**src/rtl/mem_arbiter_if.sv**
```systemverilog
// -----------------------------------------------------------------------------
// mem_arbiter_if
// Bundles every bus of the memory arbiter: the instruction-fetch requester,
// the data requester, the shared single-port memory, and the stall/err
// status outputs.
//
// Handshake: a requester raises xReq together with its operands and holds
// them stable until it sees xAck high for exactly one cycle. The arbiter
// keeps memCe high for the whole grant, and the memory completes the
// access by raising memAck for one cycle with memRdData valid in that same
// cycle.
//
// Modports
//   slave  : the arbiter's side (requests and memory response in, acks,
//            read data, memory request, stall, err and dbg_state out)
//   master : the environment's side (exact mirror of slave)
//
// Signals
//   iReq/iAddr/iData/iAck                : instruction-fetch port (read-only)
//   dReq/dWr/dAddr/dWtData/dRdData/dAck  : data port
//   memCe/memWe/memAddr/memWtData        : shared memory request
//   memRdData/memAck                     : shared memory response
//   stall                                : pipeline hold request
//   err                                  : one-cycle abort flag
//   dbg_state                            : arbiter FSM state (debug)
// -----------------------------------------------------------------------------
interface mem_arbiter_if #(
  parameter int AW = 32,
  parameter int DW = 32
);
  logic          iReq;
  logic [AW-1:0] iAddr;
  logic [DW-1:0] iData;
  logic          iAck;

  logic          dReq;
  logic          dWr;
  logic [AW-1:0] dAddr;
  logic [DW-1:0] dWtData;
  logic [DW-1:0] dRdData;
  logic          dAck;

  logic          memCe;
  logic          memWe;
  logic [AW-1:0] memAddr;
  logic [DW-1:0] memWtData;
  logic [DW-1:0] memRdData;
  logic          memAck;

  logic          stall;
  logic          err;
  logic [1:0]    dbg_state;

  modport slave (
    input  iReq, iAddr, dReq, dWr, dAddr, dWtData, memRdData, memAck,
    output iData, iAck, dRdData, dAck, memCe, memWe, memAddr, memWtData,
    output stall, err, dbg_state
  );

  modport master (
    output iReq, iAddr, dReq, dWr, dAddr, dWtData, memRdData, memAck,
    input  iData, iAck, dRdData, dAck, memCe, memWe, memAddr, memWtData,
    input  stall, err, dbg_state
  );
endinterface

```
**src/rtl/mem_arbiter.sv**
```systemverilog
// -----------------------------------------------------------------------------
// mem_arbiter
// Shares one single-port memory between an instruction-fetch port and a data
// port. A three-state FSM (IDLE, IGRANT, DGRANT) grants one requester at a
// time. The data port wins ties, except that after three consecutive data
// wins against a waiting fetch the fetch is granted. Operands are latched on
// the grant edge, and the memory request is driven from the latched copies.
//
// Parameters
//   AW      : address width
//   DW      : data width
//   TIMEOUT : grant cycles without memAck before an abort (timeout build only)
//
// Ports
//   clk : single clock, rising edge
//   rst : synchronous, active-high reset
//   bus : mem_arbiter_if.slave (requesters, memory, stall, err, dbg_state)
//
// Build option
//   MEMARB_TIMEOUT_EN : when defined, a grant that waits TIMEOUT cycles
//   without memAck is aborted. The granted port gets an ack together with
//   err, and its read data is loaded with 0. When undefined, a grant waits
//   for memAck indefinitely and err is tied low.
// -----------------------------------------------------------------------------
module mem_arbiter #(
  parameter int AW      = 32,
  parameter int DW      = 32,
  parameter int TIMEOUT = 16
) (
  input  logic         clk,
  input  logic         rst,
  mem_arbiter_if.slave bus
);

  typedef enum logic [1:0] {
    IDLE   = 2'd0,
    IGRANT = 2'd1,
    DGRANT = 2'd2
  } state_e;

  state_e        state_q, state_d;
  logic [1:0]    streak_q, streak_d;
  logic [AW-1:0] addr_q, addr_d;
  logic [DW-1:0] wdata_q, wdata_d;
  logic          wr_q, wr_d;
  logic          iack_q, iack_d;
  logic          dack_q, dack_d;
  logic          err_q, err_d;
  logic [DW-1:0] idata_q, idata_d;
  logic [DW-1:0] drd_q, drd_d;

  logic          i_elig;
  logic          d_elig;
  logic          tmo_hit;

  // A port whose ack is high this cycle has just completed. It is not
  // eligible again until the following cycle.
  assign i_elig = bus.iReq & ~iack_q;
  assign d_elig = bus.dReq & ~dack_q;

`ifdef MEMARB_TIMEOUT_EN
  localparam int TW = $clog2(TIMEOUT + 1);

  logic [TW-1:0] tmo_q, tmo_d;

  // The abort fires on the edge that would take the count to TIMEOUT.
  assign tmo_hit = (state_q != IDLE) && !bus.memAck &&
                   (tmo_q == TW'(TIMEOUT - 1));

  always_comb begin
    tmo_d = tmo_q;
    if (state_q == IDLE) begin
      // Every grant is entered from IDLE, so clearing here clears on entry.
      tmo_d = '0;
    end else if (!bus.memAck) begin
      tmo_d = tmo_q + TW'(1);
    end
  end

  always_ff @(posedge clk) begin
    if (rst) begin
      tmo_q <= '0;
    end else begin
      tmo_q <= tmo_d;
    end
  end
`else
  logic unused_timeout;
  assign unused_timeout = ^TIMEOUT;
  assign tmo_hit        = 1'b0;
`endif

  // Next-state, streak, operand latch and completion logic.
  always_comb begin
    state_d  = state_q;
    streak_d = streak_q;
    addr_d   = addr_q;
    wdata_d  = wdata_q;
    wr_d     = wr_q;
    iack_d   = 1'b0;
    dack_d   = 1'b0;
    err_d    = 1'b0;
    idata_d  = idata_q;
    drd_d    = drd_q;

    case (state_q)
      IDLE: begin
        // The data port wins unless the fetch has already lost three
        // times in a row while it was waiting.
        if (d_elig && !(i_elig && (streak_q == 2'd3))) begin
          state_d = DGRANT;
          addr_d  = bus.dAddr;
          wr_d    = bus.dWr;
          wdata_d = bus.dWtData;
          if (i_elig && (streak_q != 2'd3)) begin
            streak_d = streak_q + 2'd1;
          end
        end else if (i_elig) begin
          state_d  = IGRANT;
          addr_d   = bus.iAddr;
          streak_d = 2'd0;
        end
        if (!bus.iReq) begin
          streak_d = 2'd0;
        end
      end

      IGRANT: begin
        if (bus.memAck) begin
          idata_d = bus.memRdData;
          iack_d  = 1'b1;
          state_d = IDLE;
        end else if (tmo_hit) begin
          idata_d = '0;
          iack_d  = 1'b1;
          err_d   = 1'b1;
          state_d = IDLE;
        end
      end

      DGRANT: begin
        if (bus.memAck) begin
          // A write leaves the last read data in place.
          if (!wr_q) begin
            drd_d = bus.memRdData;
          end
          dack_d  = 1'b1;
          state_d = IDLE;
        end else if (tmo_hit) begin
          drd_d   = '0;
          dack_d  = 1'b1;
          err_d   = 1'b1;
          state_d = IDLE;
        end
      end

      default: begin
        state_d = IDLE;
      end
    endcase
  end

  always_ff @(posedge clk) begin
    if (rst) begin
      state_q  <= IDLE;
      streak_q <= 2'd0;
      addr_q   <= '0;
      wdata_q  <= '0;
      wr_q     <= 1'b0;
      iack_q   <= 1'b0;
      dack_q   <= 1'b0;
      err_q    <= 1'b0;
      idata_q  <= '0;
      drd_q    <= '0;
    end else begin
      state_q  <= state_d;
      streak_q <= streak_d;
      addr_q   <= addr_d;
      wdata_q  <= wdata_d;
      wr_q     <= wr_d;
      iack_q   <= iack_d;
      dack_q   <= dack_d;
      err_q    <= err_d;
      idata_q  <= idata_d;
      drd_q    <= drd_d;
    end
  end

  assign bus.memCe     = (state_q != IDLE);
  assign bus.memWe     = (state_q == DGRANT) && wr_q;
  assign bus.memAddr   = addr_q;
  assign bus.memWtData = wdata_q;
  assign bus.iData     = idata_q;
  assign bus.iAck      = iack_q;
  assign bus.dRdData   = drd_q;
  assign bus.dAck      = dack_q;
  assign bus.err       = err_q;
  assign bus.dbg_state = state_q;

  // Stall is combinational so the pipeline holds in the same cycle that it
  // raises a request.
  assign bus.stall = (bus.iReq & ~iack_q) | (bus.dReq & ~dack_q);

endmodule

```
**src/flat_wrapper.sv**
```systemverilog
// flat-port wrapper written by rule: the top's interface ports become plain ports
module mem_arbiter_flat 
#(
  parameter int AW      = 32,
  parameter int DW      = 32,
  parameter int TIMEOUT = 16
)
  (clk, rst, bus_iReq, bus_iAddr, bus_dReq, bus_dWr, bus_dAddr, bus_dWtData, bus_memRdData, bus_memAck, bus_iData, bus_iAck, bus_dRdData, bus_dAck, bus_memCe, bus_memWe, bus_memAddr, bus_memWtData, bus_stall, bus_err, bus_dbg_state);
  mem_arbiter_if #(.AW(AW), .DW(DW)) bus_i ();
  input  logic clk;
  input  logic rst;
  input wire logic [$bits(bus_i.iReq)-1:0] bus_iReq;
  input wire logic [$bits(bus_i.iAddr)-1:0] bus_iAddr;
  input wire logic [$bits(bus_i.dReq)-1:0] bus_dReq;
  input wire logic [$bits(bus_i.dWr)-1:0] bus_dWr;
  input wire logic [$bits(bus_i.dAddr)-1:0] bus_dAddr;
  input wire logic [$bits(bus_i.dWtData)-1:0] bus_dWtData;
  input wire logic [$bits(bus_i.memRdData)-1:0] bus_memRdData;
  input wire logic [$bits(bus_i.memAck)-1:0] bus_memAck;
  output wire logic [$bits(bus_i.iData)-1:0] bus_iData;
  output wire logic [$bits(bus_i.iAck)-1:0] bus_iAck;
  output wire logic [$bits(bus_i.dRdData)-1:0] bus_dRdData;
  output wire logic [$bits(bus_i.dAck)-1:0] bus_dAck;
  output wire logic [$bits(bus_i.memCe)-1:0] bus_memCe;
  output wire logic [$bits(bus_i.memWe)-1:0] bus_memWe;
  output wire logic [$bits(bus_i.memAddr)-1:0] bus_memAddr;
  output wire logic [$bits(bus_i.memWtData)-1:0] bus_memWtData;
  output wire logic [$bits(bus_i.stall)-1:0] bus_stall;
  output wire logic [$bits(bus_i.err)-1:0] bus_err;
  output wire logic [$bits(bus_i.dbg_state)-1:0] bus_dbg_state;
  assign bus_i.iReq = bus_iReq;
  assign bus_i.iAddr = bus_iAddr;
  assign bus_i.dReq = bus_dReq;
  assign bus_i.dWr = bus_dWr;
  assign bus_i.dAddr = bus_dAddr;
  assign bus_i.dWtData = bus_dWtData;
  assign bus_i.memRdData = bus_memRdData;
  assign bus_i.memAck = bus_memAck;
  assign bus_iData = bus_i.iData;
  assign bus_iAck = bus_i.iAck;
  assign bus_dRdData = bus_i.dRdData;
  assign bus_dAck = bus_i.dAck;
  assign bus_memCe = bus_i.memCe;
  assign bus_memWe = bus_i.memWe;
  assign bus_memAddr = bus_i.memAddr;
  assign bus_memWtData = bus_i.memWtData;
  assign bus_stall = bus_i.stall;
  assign bus_err = bus_i.err;
  assign bus_dbg_state = bus_i.dbg_state;
  mem_arbiter #(.AW(AW), .DW(DW), .TIMEOUT(TIMEOUT)) u_core (.clk(clk), .rst(rst), .bus(bus_i));
endmodule
```
**config.mk**
```make
export PLATFORM = sky130hd
export DESIGN_NAME = mem_arbiter_flat
export DESIGN_NICKNAME = d
export VERILOG_FILES = /design/src/rtl/mem_arbiter_if.sv /design/src/rtl/mem_arbiter.sv /design/src/flat_wrapper.sv
export SDC_FILE = /design/constraint.sdc
export NUM_CORES = 1
export LEC_CHECK = 0
export BUFFER_PORTS_ARGS = -buffer_cell sky130_fd_sc_hd__buf_2
export CAP_MARGIN = 5
export CORE_MARGIN = 1.5
export CORE_UTILIZATION = 47
export DETAILED_ROUTE_END_ITERATION = 16
export GPL_TIMING_DRIVEN = 0
export PLACE_DENSITY = 0.89
export SLEW_MARGIN = 5
export SYNTH_ARGS = -nofsm -noshare
export SYNTH_HDL_FRONTEND = slang
export SYNTH_SLANG_ARGS = --single-unit
export TNS_END_PERCENT = 50
```
**constraint.sdc**
```tcl
create_clock -name clk -period 1.9 [get_ports clk]
set_input_delay 0.19 -clock clk [delete_from_list [all_inputs] [get_ports clk]]
set_output_delay 0.19 -clock clk [all_outputs]
set_load 0.03 [all_outputs]
```
# Yosys cells after proc, flatten, opt, wreduce, memory -nomap -nowiden
# Cells that the tools add are included.
# W data, S select, Z words.
op_classes:
  div: 0
  shift: 0
  multipliers: 0
  n_eq_ne: 8
  mux: 11
  reduce_logical: 17
  n_bitwise: 8
  add_sub_neg: 1
  order_cmp: 0
op_table:
  columns: ["cell", "count"]
  rows:
  - ["$mux W32", 2]
  - ["$mux W2", 7]
  - ["$reduce_and A2 Y1", 4]
  - ["$ne A3 B1 Y1 const B", 2]
  - ["$reduce_and A3 Y1", 2]
  - ["$reduce_or A2 Y1", 3]
  - ["$not A1 Y1", 5]
  - ["$eq A2 B2 Y1 const B", 2]
  - ["$logic_and A1 B1 Y1", 4]
  - ["$pmux W2 S2", 1]
  - ["$reduce_bool A2 Y1", 2]
  - ["$ne A3 B3 Y1 const B", 1]
  - ["$add A2 B1 Y2 const B", 1]
  - ["$and A1 B1 Y1", 2]
  - ["$eq A2 B1 Y1 const B", 1]
  - ["$logic_not A2 Y1", 1]
  - ["$ne A2 B1 Y1 const B", 1]
  - ["$ne A2 B2 Y1 const B", 1]
  - ["$logic_not A1 Y1", 1]
  - ["$mux W1", 1]
  - ["$or A1 B1 Y1", 1]
totals:
  reg_bits: 135
  mem_count: 0
  wordCells: 54
  out_inout_bits: 136
  input_bits: 134
  latchBits: 0
  ramBits: 0
  mem_bits_ro: 0

# Depth between registers and ports, before layout
depth:
  ltp_word: 7
  ltp_mapped: 7
  ltp_nobuf: 5

# Least setup slack after synthesis
# OpenSTA, ideal clock, no wires.
synth_path:
  path_type: "register to register"
  start: "reg u_core.state_q[0] (netlist: u_core.bus.dbg_state[0])"
  end: "reg u_core.addr_q[14] (netlist: u_core.bus.memAddr[14])"
  arrival_time_ns: 1.887
  path_buffers: 1
  path_slack_ns: -0.074
  setup_time_ns: 0.087
  path_stages_with_launch: 7
  period_less_slack_ns: 1.974
  cell_sequence: "dfxtp_1 > inv_1 > ha_1 > inv_2 > clkbuf_1 > a221oi_1 > a221oi_2"
synth_between:
  elab_chain_cells: 2
synth_lines:
  columns: ["element", "line", "source"]
  rows:
  - ["start: declaration", "mem_arbiter.sv:41", "state_e state_q, state_d;"]
  - ["start signal: assignment", "mem_arbiter.sv:176", "state_q <= state_d;"]
  - ["$logic_not A2 Y1", "mem_arbiter.sv:106", "case (state_q)"]
  - ["$reduce_and A2 Y1 (no line)", null, null]
  - ["end signal: assignment", "mem_arbiter.sv:178", "addr_q <= addr_d;"]
  - ["end: declaration", "mem_arbiter.sv:43", "logic [AW-1:0] addr_q, addr_d;"]
# No other way between the ends.
# A chain may end at the register's enable or synchronous reset.

# Final worst setup path
layout_path:
  start: "reg u_core.dack_q (netlist: u_core.bus.dAck)"
  end: "reg u_core.addr_q[6] (netlist: u_core.bus.memAddr[6])"
layout_between:
  elab_chain_cells: 5
  elab_cells_between_ends: 6
  classes_between: "1 x mux; 2 x bitwise; 3 x reduce/logical"
layout_lines:
  columns: ["element", "line", "source"]
  rows:
  - ["start: declaration", "mem_arbiter.sv:47", "logic dack_q, dack_d;"]
  - ["start signal: assignment", "mem_arbiter.sv:182", "dack_q <= dack_d;"]
  - ["$not A1 Y1 (*)", "mem_arbiter.sv:59", "assign d_elig = bus.dReq & ~dack_q;"]
  - ["$and A1 B1 Y1 (*)", "mem_arbiter.sv:59", null]
  - ["$logic_and A1 B1 Y1 (*)", "mem_arbiter.sv:110", "if (d_elig && !(i_elig && (streak_q == 2'd3))) begin"]
  - ["$reduce_bool A2 Y1 (no line)", null, null]
  - ["$reduce_and A2 Y1 (no line)", null, null]
# Mark *: on every way between the ends. The rest lies on a longest branch, timed or not.

==> impl_metrics.tcl <==
set metrics [dict create \
    syn2layout_area_growth_pct 35.7 \
    place.gp.congestion 0.822 \
    drv_cap 0 \
    numCtsBuffers 17 \
    portBuffers 267 \
    die_h_um 116 \
    wl_per_cell_um 15.9 \
    drtPass1Iterations 5 \
    viasPerCell 5.44 \
    detailed_place_hpwl_um 13600 \
    slew_viol_final 0 \
    hold_depth 3 \
    antennaDiodeCount 0 \
    fmax_ghz 0.540 \
    worstSetupStartpointType "flip-flop" \
    synthesis.nets 837 \
    cp-endpoint "u_core.bus.memAddr[6]" \
    clockRootBuffer "clkbuf_16" \
    yosys.cell_types.count 34 \
    r2r_start "u_core.bus.dAck" \
    hp-start "bus_dWtData[19]" \
    path_max_fanout 14 \
    leakagePower_nw 3.67 \
    synth-xor-area-share_pct 0 \
    p_per_area_nw_per_um2 1010 \
    critPathKind "flip-flop to flip-flop" \
    rsz0062_at_grt "no" \
    worst-r2r-setup-slack_ps 50 \
    row_count 41 \
    critPathRequiredTime_ps 2210 \
    cts_setup_buffers 0 \
    netlist_area_um2 6010 \
    cp-startpoint "u_core.bus.dAck" \
    ys_ff_latch 135 \
    drt_iter0_markers 512 \
    synth-compound-area-share_pct 27.7 \
    drive_gt1_share_pct 38.7 \
    cts_tree "built" \
    setup_tns_ps 0 \
    min_path_type "primary input to flip-flop" \
    ys_warn_count 0 \
    drc 0 \
    end_kind "flip-flop" \
    clock-sinks 135 \
    reg2regPathDepth 4 \
    start_util_pct 47.8 \
    setup_viol 0 \
    clock_path_buffers 2 \
    clkLatencyLatePin_ps 420 \
    die_w_um 116 \
    arrival_ps 2160 \
    p_total_mw 8.20 \
    drtAntennaViolNets 0 \
    netlist_instances 699 \
    synthAdderAreaFrac_pct 0.833 \
    synth_top_family_by_area "compound AO/OA/AOI/OAI gates" \
    num_vias 6358 \
    ir_worst_vdd_uv 623 \
    wirelength_um 18500 \
    grt_pass1_vias 5779 \
    tightest_slew_ps 762 \
    finalClockSkew_ps 8.79 \
    htree_levels 4 \
    grt_first_pass_wirelength_um 27900 \
    final_nets 1122 \
    grt_use_total_pct 26.7 \
    ys_seq_area_share_pct 45.0 \
    period_needed_ps 1850 \
    yosys.area_share.simple_pct 17.9 \
    status "completed" \
    avgSynthCellArea_um2 8.59 \
    rr_endpoint "u_core.bus.memAddr[6]" \
    grt_max_degree 17 \
    final-hold-violation-count 0 \
    die_area_um2 13500 \
    core_area_um2 12600 \
    io_pins 270 \
    antenna_found_initial 1 \
    clk_pin_slew_ps 60 \
    fin_crit_sh_pct 97.4 \
    gr-total-overflow 0 \
    maxSlewHeadroom_pct 49.2 \
    synthMuxAreaShare_pct 0 \
]
[metal layers]
| layer | vias to the layer above | part of all wire [%] | global-route usage (%) |
|---|---|---|---|
| met1 | 2997 | 41 | 31.8 |
| met4 | 0 | 2.8 | 11.8 |
| li1 | 3037 | - | - |
| met3 | 53 | 6.4 | 7.17 |
| met2 | 271 | 50 | 45.1 |
| met5 | - | 0 | 0 |
[power by group]
group / leakage, nW / total, mW / internal, mW / switching [mW]
clock network: 0.287 / 3.23 / 2.00 / 1.24
logic: 2.28 / 1.81 / 0.644 / 1.17
registers: 1.10 / 3.15 / 3.05 / 0.107
[worst min-delay path by stage]
stage                          endpoint  slack, ps
2_1_floorplan           u_core.bus.dAck        310
3_3_place_gp        u_core.bus.iData[5]        440
3_5_place_dp       u_core.bus.iData[31]        450
4_1_cts        u_core.bus.memWtData[24]          6
5_1_grt            u_core.bus.iData[24]         10
6_report       u_core.bus.memWtData[19]         20
[what timing repair did]
item / in CTS / in global routing
endpoints found under the setup margin: 2 / 15
hold buffers: 0 / 0
gates resized for setup: 3 / 6
[placed cells by master, fill, tap and decap left out, types with 2 or more instances in the layout]
cell type / count
a21oi_1: 99
a221oi_1: 28
a221oi_2: 36
and2_1: 2
and3b_1: 29
and3b_2: 6
buf_1: 3
buf_2: 291
buf_4: 3
buf_6: 8
bufinv_16: 2
clkbuf_1: 32
clkbuf_16: 17
clkbuf_2: 3
clkbuf_8: 3
clkinv_2: 4
dfxtp_1: 134
ha_1: 3
inv_1: 34
inv_6: 3
nand2_1: 134
nand3_1: 33
nand3b_1: 3
nor2_1: 2
nor2b_1: 2
o21ai_0: 61
o21ai_1: 4
o32ai_1: 2
[logic make-up (layout without fill, tap and decap cells)]
family          Yosys count  after routing
compound gates          234            234
fa+ha+maj                 4              4
buf+inv                 109            406
flops                   135            135
other cells               1              1
simple gates            216            216
[per-stage QoR]
| stage | instance area [um^2] | setup slack (ps) | util [%] | cells | hold WS (ps) |
|---|---|---|---|---|---|
| after floorplan | 6010 | 143 | - | 699 | 312 |
| after global placement | 7560 | 168 | 60.1 | 1138 | 439 |
| after detailed placement | 7560 | 109 | 60.1 | 1138 | 445 |
| after CTS | 8150 | 36.4 | 64.8 | 1168 | 5.85 |
| after global routing | 8150 | 3.58 | 64.9 | 1168 | 12.2 |
| final | 8150 | 49.7 | 64.9 | 1168 | 21.8 |
[state kept, by name, summed over array words and instances, names as in the netlist]
name                  count
u_core.bus.iAck           1
u_core.bus.dAck           1
u_core.bus.dbg_state      2
u_core.streak_q           2
u_core.wr_q               1
u_core.bus.memWtData     32
u_core.bus.iData         32
u_core.bus.dRdData       32
u_core.bus.memAddr       32
[critical path, cell delays in order, from the launching register on]
cell,delay [ps]
dfxtp_1,550
nand2b_4,320
clkbuf_1,370
o21ai_0,220
a221oi_2,290
[cell usage after synthesis (all sizes together)]
library cell    n  area, um^2
dfxtp         135        2700
nand2         134         503
a21oi          99         495
o21ai          65         325
a221oi         64         786
buf            38         241
clkbuf         36         136
and3b          35         314
inv            35         131
nand3          33         165
ha              4        50.1
nand3b          3        22.5
and2            2        12.5
nand2b          2        20.0
nor2            2        7.51
nor2b           2        12.5
o32ai           2        17.5
a21bo           1        10.0
a21o            1        15.0
a31oi           1        6.26
conb            1        3.75
nand4           1        6.26
o211ai          1        7.51
or2             1        6.26
or4             1        7.51
[layout make-up]
class | instances | area, um^2
buffer | 73 | 387
clock buffer | 20 | 457
clock inverter | 11 | 123
fill | 1065 | 4420
inverter | 35 | 131
multi-input combinational | 455 | 2800
sequential | 135 | 2700
tap | 172 | 215
timing repair buffer | 267 | 1340
No activity file was read; power rests on OpenSTA's default activity.
